<file path="config.mk">
export PLATFORM = sky130hd
export DESIGN_NAME = trace_arbiter
export DESIGN_NICKNAME = d
export VERILOG_FILES = /design/src/rtl/trace_arbiter.sv
export SDC_FILE = /design/constraint.sdc
export NUM_CORES = 1
export LEC_CHECK = 0
export ABC_AREA = 1
export CAP_MARGIN = 25
export CORE_UTILIZATION = 30
export DETAILED_ROUTE_END_ITERATION = 12
export GPL_ROUTABILITY_DRIVEN = 0
export MAX_ROUTING_LAYER = met4
export SLEW_MARGIN = 20
export SYNTH_ARGS = -nofsm -noshare
export SYNTH_HDL_FRONTEND = slang
export SYNTH_SLANG_ARGS = --single-unit
</file>
<file path="constraint.sdc">
create_clock -name clk -period 2.7 [get_ports clk]
set_input_delay 0.675 -clock clk [delete_from_list [all_inputs] [get_ports clk]]
set_output_delay 0.675 -clock clk [all_outputs]
set_load 0.02 [all_outputs]
</file>
<file path="src/rtl/trace_arbiter.sv">
// trace_arbiter: two-source trace ingress arbiter. It places a small FIFO on
// each source and issues at most one word per cycle to the mapping datapath.
// Sources alternate on contention, the downstream stall is honoured, and each
// source has a saturating grant counter.
module trace_arbiter #(
    parameter int unsigned DEPTH = 4,
    parameter int unsigned CNT_W = 16
) (
    input  logic             clk,
    input  logic             reset,
    input  logic [31:0]      s0_trace,
    input  logic             s0_valid,
    output logic             s0_ready,
    input  logic [31:0]      s1_trace,
    input  logic             s1_valid,
    output logic             s1_ready,
    input  logic             stall,
    output logic [31:0]      trace,
    output logic             trace_valid,
    output logic             trace_src,
    output logic [CNT_W-1:0] s0_grants,
    output logic [CNT_W-1:0] s1_grants
);

    localparam int unsigned PW = $clog2(DEPTH);
    localparam int unsigned OW = PW + 1;
    localparam logic [OW-1:0] FULL = OW'(DEPTH);

    logic [31:0]      mem0_q [DEPTH];
    logic [31:0]      mem1_q [DEPTH];
    logic [PW-1:0]    wptr0_q, wptr0_d, rptr0_q, rptr0_d;
    logic [PW-1:0]    wptr1_q, wptr1_d, rptr1_q, rptr1_d;
    logic [OW-1:0]    occ0_q, occ0_d, occ1_q, occ1_d;
    logic             last_grant_q, last_grant_d;
    logic [31:0]      trace_q, trace_d;
    logic             trace_valid_q, trace_valid_d;
    logic             trace_src_q, trace_src_d;
    logic [CNT_W-1:0] grants0_q, grants0_d, grants1_q, grants1_d;

    logic push0, push1, pop0, pop1;
    logic ne0, ne1;

    // Handshake and pop decision, taken from registered occupancy only so no
    // input reaches an output combinationally.
    always_comb begin
        push0 = s0_valid && (occ0_q != FULL);
        push1 = s1_valid && (occ1_q != FULL);
        ne0   = (occ0_q != '0);
        ne1   = (occ1_q != '0);
        pop0  = 1'b0;
        pop1  = 1'b0;
        if (!stall) begin
            if (ne0 && ne1) begin
                if (last_grant_q) pop0 = 1'b1;
                else              pop1 = 1'b1;
            end else if (ne0) begin
                pop0 = 1'b1;
            end else if (ne1) begin
                pop1 = 1'b1;
            end
        end
    end

    // Next-state for pointers, occupancies, grant state and the output register.
    always_comb begin
        wptr0_d       = wptr0_q;
        rptr0_d       = rptr0_q;
        wptr1_d       = wptr1_q;
        rptr1_d       = rptr1_q;
        occ0_d        = occ0_q + OW'(push0) - OW'(pop0);
        occ1_d        = occ1_q + OW'(push1) - OW'(pop1);
        last_grant_d  = last_grant_q;
        trace_d       = trace_q;
        trace_src_d   = trace_src_q;
        trace_valid_d = pop0 || pop1;
        grants0_d     = grants0_q;
        grants1_d     = grants1_q;

        if (push0) wptr0_d = wptr0_q + PW'(1);
        if (push1) wptr1_d = wptr1_q + PW'(1);

        if (pop0) begin
            rptr0_d      = rptr0_q + PW'(1);
            last_grant_d = 1'b0;
            trace_d      = mem0_q[rptr0_q];
            trace_src_d  = 1'b0;
            if (grants0_q != '1) grants0_d = grants0_q + CNT_W'(1);
        end else if (pop1) begin
            rptr1_d      = rptr1_q + PW'(1);
            last_grant_d = 1'b1;
            trace_d      = mem1_q[rptr1_q];
            trace_src_d  = 1'b1;
            if (grants1_q != '1) grants1_d = grants1_q + CNT_W'(1);
        end
    end

    // FIFO storage; contents need no reset because the pointers define validity.
    always_ff @(posedge clk) begin
        if (push0) mem0_q[wptr0_q] <= s0_trace;
        if (push1) mem1_q[wptr1_q] <= s1_trace;
    end

    // State registers, cleared asynchronously; last_grant starts at 1 so source 0 wins the first tie.
    always_ff @(posedge clk or posedge reset) begin
        if (reset) begin
            wptr0_q       <= '0;
            rptr0_q       <= '0;
            wptr1_q       <= '0;
            rptr1_q       <= '0;
            occ0_q        <= '0;
            occ1_q        <= '0;
            last_grant_q  <= 1'b1;
            trace_q       <= '0;
            trace_valid_q <= 1'b0;
            trace_src_q   <= 1'b0;
            grants0_q     <= '0;
            grants1_q     <= '0;
        end else begin
            wptr0_q       <= wptr0_d;
            rptr0_q       <= rptr0_d;
            wptr1_q       <= wptr1_d;
            rptr1_q       <= rptr1_d;
            occ0_q        <= occ0_d;
            occ1_q        <= occ1_d;
            last_grant_q  <= last_grant_d;
            trace_q       <= trace_d;
            trace_valid_q <= trace_valid_d;
            trace_src_q   <= trace_src_d;
            grants0_q     <= grants0_d;
            grants1_q     <= grants1_d;
        end
    end

    // Outputs come straight from registers.
    always_comb begin
        s0_ready    = (occ0_q != FULL);
        s1_ready    = (occ1_q != FULL);
        trace       = trace_q;
        trace_valid = trace_valid_q;
        trace_src   = trace_src_q;
        s0_grants   = grants0_q;
        s1_grants   = grants1_q;
    end

endmodule

</file>
==> out/qor.txt <==
status -> completed
Post-Syn Instances -> 1198
post-synthesis cell area -> 0.0138 mm²
Cell Area, Placed -> 0.0161 mm²
reg2reg end -> occ0_q[1]
clock sink count -> 337
Clk Latency, worst-skew pair -> 0.53 ns
Core Area -> 0.0454 mm²
initial DRC count -> 633
largest family of logic cells by synthesized area -> simple AND/OR/NAND/NOR gates
Leak -> 6.26 nW
Max Cap Viol -> 0
Std-Cell Rows -> 78
H-tree depth -> 2
CP endpoint -> s1_ready
syn_area_per_cell -> 11.5 µm²
CTS buffer count -> 35
largest net degree at the start of global routing -> 67
clock-pin slew on the worst setup and hold paths -> 0.06 ns
Max VDD drop -> 0.683 mV
Longest Clk Path Bufs -> 3
Vias per Instance -> 4.74
Yosys reg bits -> 337
Final Hold Vio Count -> 0
ranking of synthesized cells by area -> edfxtp_1 56%, dfrtp_1 14%, nand2_1 6.2%
Reg2Reg Setup Slack -> 0.71 ns
slowest CP cell -> clkdlybuf4s50_1
Detail Route Antenna Nets -> 0
setup violators final -> 0
Crit path required time -> 2.03 ns
RSZ-0062 raised after global routing -> false
dpl hpwl -> 21300 µm
fillers -> 4405
adder-cell area share of the yosys netlist -> 1.47%
min cycle time layout -> 2.44 ns
Post-Route WL -> 33700 µm
Placement Setup Slack -> 0.150 ns
FMAX -> 409 MHz
die width -> 217 µm
critical path type -> reg -> out
drt wl/cell -> 17.1 µm
launch point of the worst reg-to-reg path -> occ1_q[1]
setup ws final -> 0.257 ns
xor/xnor share of the synthesized area -> 1.08%
CP Launch Type -> register
initial antenna violation count -> 5
Vias -> 9355
Final Max Slew Viols -> 0
final total power -> 19.0 mW
CTS root buf -> clkbuf_16
Area Growth Syn to Fin -> 24.5%
Layout Skew -> 0.0186 ns
fin area -> 0.0172 mm²
first-pass GRT wire length -> 52500 µm
Total GRT Usage -> 14.8%
layout cells sized above 1 -> 8.10%
vias in the first global route -> 9240
worst-path cell chain -> inv_1, nand3_1, clkdlybuf4s50_1
simple-gate share of the synthesized area -> 15.3%
Slew @ Worst Pin -> 0.680 ns
CTS tree -> yes
period utilization -> 90.5%
IO Pins -> 137
drc violations -> 0
gr ovfl total -> 0
die area -> 0.0469 mm²
critical path fanouts, max -> 3
hold_buf cts -> 0
Ys Warns -> 0
commonest cells after routing, fill and taps aside -> 256 x edfxtp_1, 227 x nand2_1, 164 x nor2_1
final core utilization -> 37.9%
Worst R2R Path Depth -> 11
Post CTS Setup Buffer Count -> 0
CP top delay family -> buffers and inverters
Netlist cell types -> 32
PostCTS Resize Cnt -> 0
Synth Area in Compound Gates -> 8.44%
Initial Utilization -> 30.4%
Max stage delay on crit path -> 0.63 ns
share of the synthesized area in the top cell type -> 55.6%
# port buffers -> 136
post-synthesis sequential area ratio -> 70.3%
Worst EP arrival -> 1.77 ns
Worst Setup SP -> occ1_q[1]
worst path bufs/invs -> 2
Max-slew headroom -> 54.6%
multiplexer area fraction after synthesis -> 0%
worst hold path type -> in -> async
DRT Pass-1 Iters -> 5
Syn Nets -> 1282
pwr dens -> 1110 mW/mm²
commonest non-fill, non-tap cell in the layout -> edfxtp_1
area leader, netlist -> edfxtp_1
crit end category -> primary output
NumNets Final -> 1428
die height -> 217 µm
critical path depth -> 3
## worst min-delay path by stage
stage	end	slack [ns]	start
global route	occ1_q[0]	0.52	reset
global placement	occ1_q[0]	0.49	occ1_q[0]
detailed placement	occ1_q[0]	0.51	occ1_q[0]
CTS	occ0_q[2]	0.50	reset
finish	occ0_q[2]	0.51	reset
floorplan	occ0_q[0]	0.48	occ0_q[0]
## metrics by stage
stage	cells	hold slack, ns	TNS, ns
4_1_cts	1970	0.504	0
3_3_place_gp	1907	0.491	0
2_1_floorplan	1198	0.478	-3.81
5_1_grt	1975	0.524	0
3_5_place_dp	1907	0.511	0
6_report	1975	0.512	0
## final cells by class
| type | count | area [µm²] | share of cell area, % |
|---|---|---|---|
| Antenna cell | 5 | 12.5 | 0.0728 |
| Clock buffer | 47 | 983 | 5.72 |
| Clock inverter | 16 | 143 | 0.829 |
| Inverter | 57 | 218 | 1.27 |
| Multi-Input combinational cell | 747 | 3650 | 21.2 |
| Sequential cell | 337 | 9720 | 56.5 |
| Tap cell | 600 | 751 | 4.37 |
| Timing Repair Buffer | 166 | 1720 | 10.0 |
## sequential cells by signal, indices dropped and copies added (netlist names)
register	flops
mem0_q	128
mem1_q	128
trace	32
s0_grants	16
s1_grants	16
occ0_q	3
occ1_q	3
rptr0_q	2
rptr1_q	2
wptr0_q	2
wptr1_q	2
last_grant_q	1
trace_src	1
trace_valid	1
## cells by family (layout without fill, tap and decap cells)
family                   count (synthesis)  after routing
XOR/XNOR                                17             17
flip-flops                             337            337
AO/OA/AOI/OAI                          214            214
other                                    0              5
buffers and inverters                  114            286
adder cells (fa/ha/maj)                 15             15
AND/OR/NAND/NOR                        501            501
## where the power goes
part	total, mW	switching [mW]	internal, mW
logic	6.65	4.26	2.38
registers	7.64	0.672	6.96
clock network	4.73	1.97	2.76
## cells in the mapped netlist
cell type / instances
o21ai_2: 4
nor2_1: 172
nor2_2: 2
xor2_1: 10
dfstp_2: 1
dfrtp_1: 80
a21oi_1: 3
clkinv_1: 1
clkbuf_1: 29
nand3b_1: 2
xnor2_1: 7
buf_2: 22
nand3_4: 1
edfxtp_1: 256
nand2_4: 2
nand3_2: 2
buf_1: 3
nor2_8: 1
fa_1: 2
o21ai_1: 6
ha_1: 13
buf_6: 2
inv_2: 2
nand4_1: 8
nor2_4: 3
o22ai_1: 64
nand3b_4: 1
inv_1: 54
o21ai_0: 137
nand2_1: 227
nand3_1: 80
buf_4: 1
## metal layers
| layer | GRT usage [%] | routed length (µm) | vias to the layer above |
|---|---|---|---|
| li1 | - | - | 4488 |
| met1 | 19.3 | 15300 | 4573 |
| met2 | 23.2 | 15700 | 252 |
| met3 | 3.64 | 2190 | 42 |
| met4 | 3.22 | 473 | 0 |
| met5 | - | 0 | - |
(Power assumes the default switching activity.)
==> RTL edit, RTL diff (same settings) <==
`CNT_W`: 16 -> 14.
--- a/src/rtl/trace_arbiter.sv
+++ b/src/rtl/trace_arbiter.sv
@@ -6,3 +6,3 @@
     parameter int unsigned DEPTH = 4,
-    parameter int unsigned CNT_W = 16
+    parameter int unsigned CNT_W = 14
 ) (
Interface: changed (resized s0_grants and s1_grants); port bits go from 137 to 133. The function was not compared with the original's and may differ.
==> RTL edit against the original RTL <==
Setup slack better by 0.017 ns. Wire length is 1.4% lower. Sequential cell count is 4 lower. Power is 1.9% lower. Final area is 0.27% lower. Area after synthesis hardly changed. Die area hardly changed. Via count is 0.67% lower. Largest power group unchanged.
==> RTL edit: results (changes against the original RTL) <==
- Worst Path Arrival: 1.75 ns (was 1.77 ns)
- Share of flip-flops with an asynchronous set or reset: 0.2312 (was 0.2404)
- GRT Total Usage: 0.1482 (was 0.1477)
- Pre-CTS setup slack: -0.01565 ns (was 0.1498 ns)
- Xor/xnor cell area share of the yosys netlist: 0.01331 (was 0.01078)
- Via density per instance: 4.609 (was 4.737)
- Leakage: 6.413 nW (was 6.264 nW)
- Synth top cells by count: 256 x edfxtp_1, 252 x nor2_1, 240 x nand2_1 (was 256 x edfxtp_1, 227 x nand2_1, 172 x nor2_1)
- Placed instance count: 1,948 (was 1,907)
- M1 GR Usage: 0.1904 (was 0.1925)
- Antenna violations before repair: 3 (was 5)
- Clk_skew: 0.01599 ns (was 0.01865 ns)
- Ranking of synthesized cells by area: edfxtp_1 56%, dfrtp_1 14%, nor2_1 6.8% (was edfxtp_1 56%, dfrtp_1 14%, nand2_1 6.2%)
- Synth Area in Compound Gates: 0.06130 (was 0.08440)
- Total wire length: 33,230 microns (was 33,700 microns)
- Sequential-to-total area share from yosys stat: 0.6959 (was 0.7032)
- Syn_area_per_cell: 11.06 sq um (was 11.53 sq um)
- CTS Buf Count: 36 (was 35)
- First-pass GRT wire length: 52,050 microns (was 52,530 microns)
- Largest net degree at the start of global routing: 67 (unchanged)
- Share of cells above drive strength 1: 0.07926 (was 0.08102)
- Met3 usage: 0.03102 (was 0.03635)
- Starting DRT DRC Count: 600 (was 633)
- Worst vdd ir: 0.6761 mV (was 0.6830 mV)
- Status: finished, final reports clean (unchanged)
- Dpl hpwl: 20,680 microns (was 21,270 microns)
- WL/cell: 16.48 microns (was 17.06 microns)
- IO buf count: 132 (was 136)
- Synth Area in Adders: 0.01557 (was 0.01467)
- Syn_nets: 1,334 (was 1,282)
- Met2 usage: 0.2397 (was 0.2325)
- Yosys cell types: 28 (was 32)
- Slew HR: 0.4277 (was 0.5465)
- Nets: 1,471 (was 1,428)
- Vias in the first global route: 9,067 (was 9,240)
RTL edit: critical path, delay by kind of cell, from the launching register on:
kind                   cells  cell delay, ns
and+or+nand+nor            1            0.12
buffers and inverters      2            0.70
DFF                        1            0.40
RTL edit: stage by stage:
stage	hold slack [ns]	area, sq um	utilization	total power, mW	setup TNS (ns)
after detailed placement	0.5005	15970	0.3518	13.99	-0.02822
after global routing	0.5376	17150	0.3779	19.90	0
after CTS	0.5059	17140	0.3778	18.96	0
after floorplan	0.4784	13820	-	11.41	0
after global placement	0.4923	15970	0.3518	13.85	0
final	0.5012	17150	0.3779	18.65	0
RTL edit: kinds of logic after synthesis:
group | Yosys count
simple gates | 602
fa+ha+maj | 16
xor+xnor | 21
buf+inv | 110
flops | 333
compound gates | 167
RTL edit: power by group:
part	internal [mW]	leakage [nW]	switching [mW]
combinational	2.22	2.53	4.14
sequential	6.84	3.31	0.551
clock	2.92	0.575	1.97
RTL edit: layout make-up:
class / count / area (sq um)
sequential: 333 / 9618
timing repair buffer: 158 / 1667
clock inverter: 13 / 155.1
inverter: 51 / 192.7
clock buffer: 52 / 1021
antenna: 3 / 7.507
tap: 600 / 750.7
fill: 4434 / 28230
multi-input combinational: 806 / 3739
RTL edit: final timing paths:
kind	start	endpoint	slack [ns]	cells after the start
hold reg to reg	trace[5]	trace[5]	0.51	2
max in group asynchronous	reset	trace[5]	1.57	3
setup reg to reg	occ1_q[1]	occ0_q[2]	0.55	12
hold / removal	reset	s1_grants[4]	0.50	2
setup / recovery	occ0_q[1]	s0_ready	0.27	3
min in group clk	trace[5]	trace[5]	0.51	2
RTL edit: layer usage:
metal  wire [microns]  up-vias
li1                 -     4507
met1            14720     4508
met2            16060      231
met3             1944       46
met4              499        0
met5                0        -
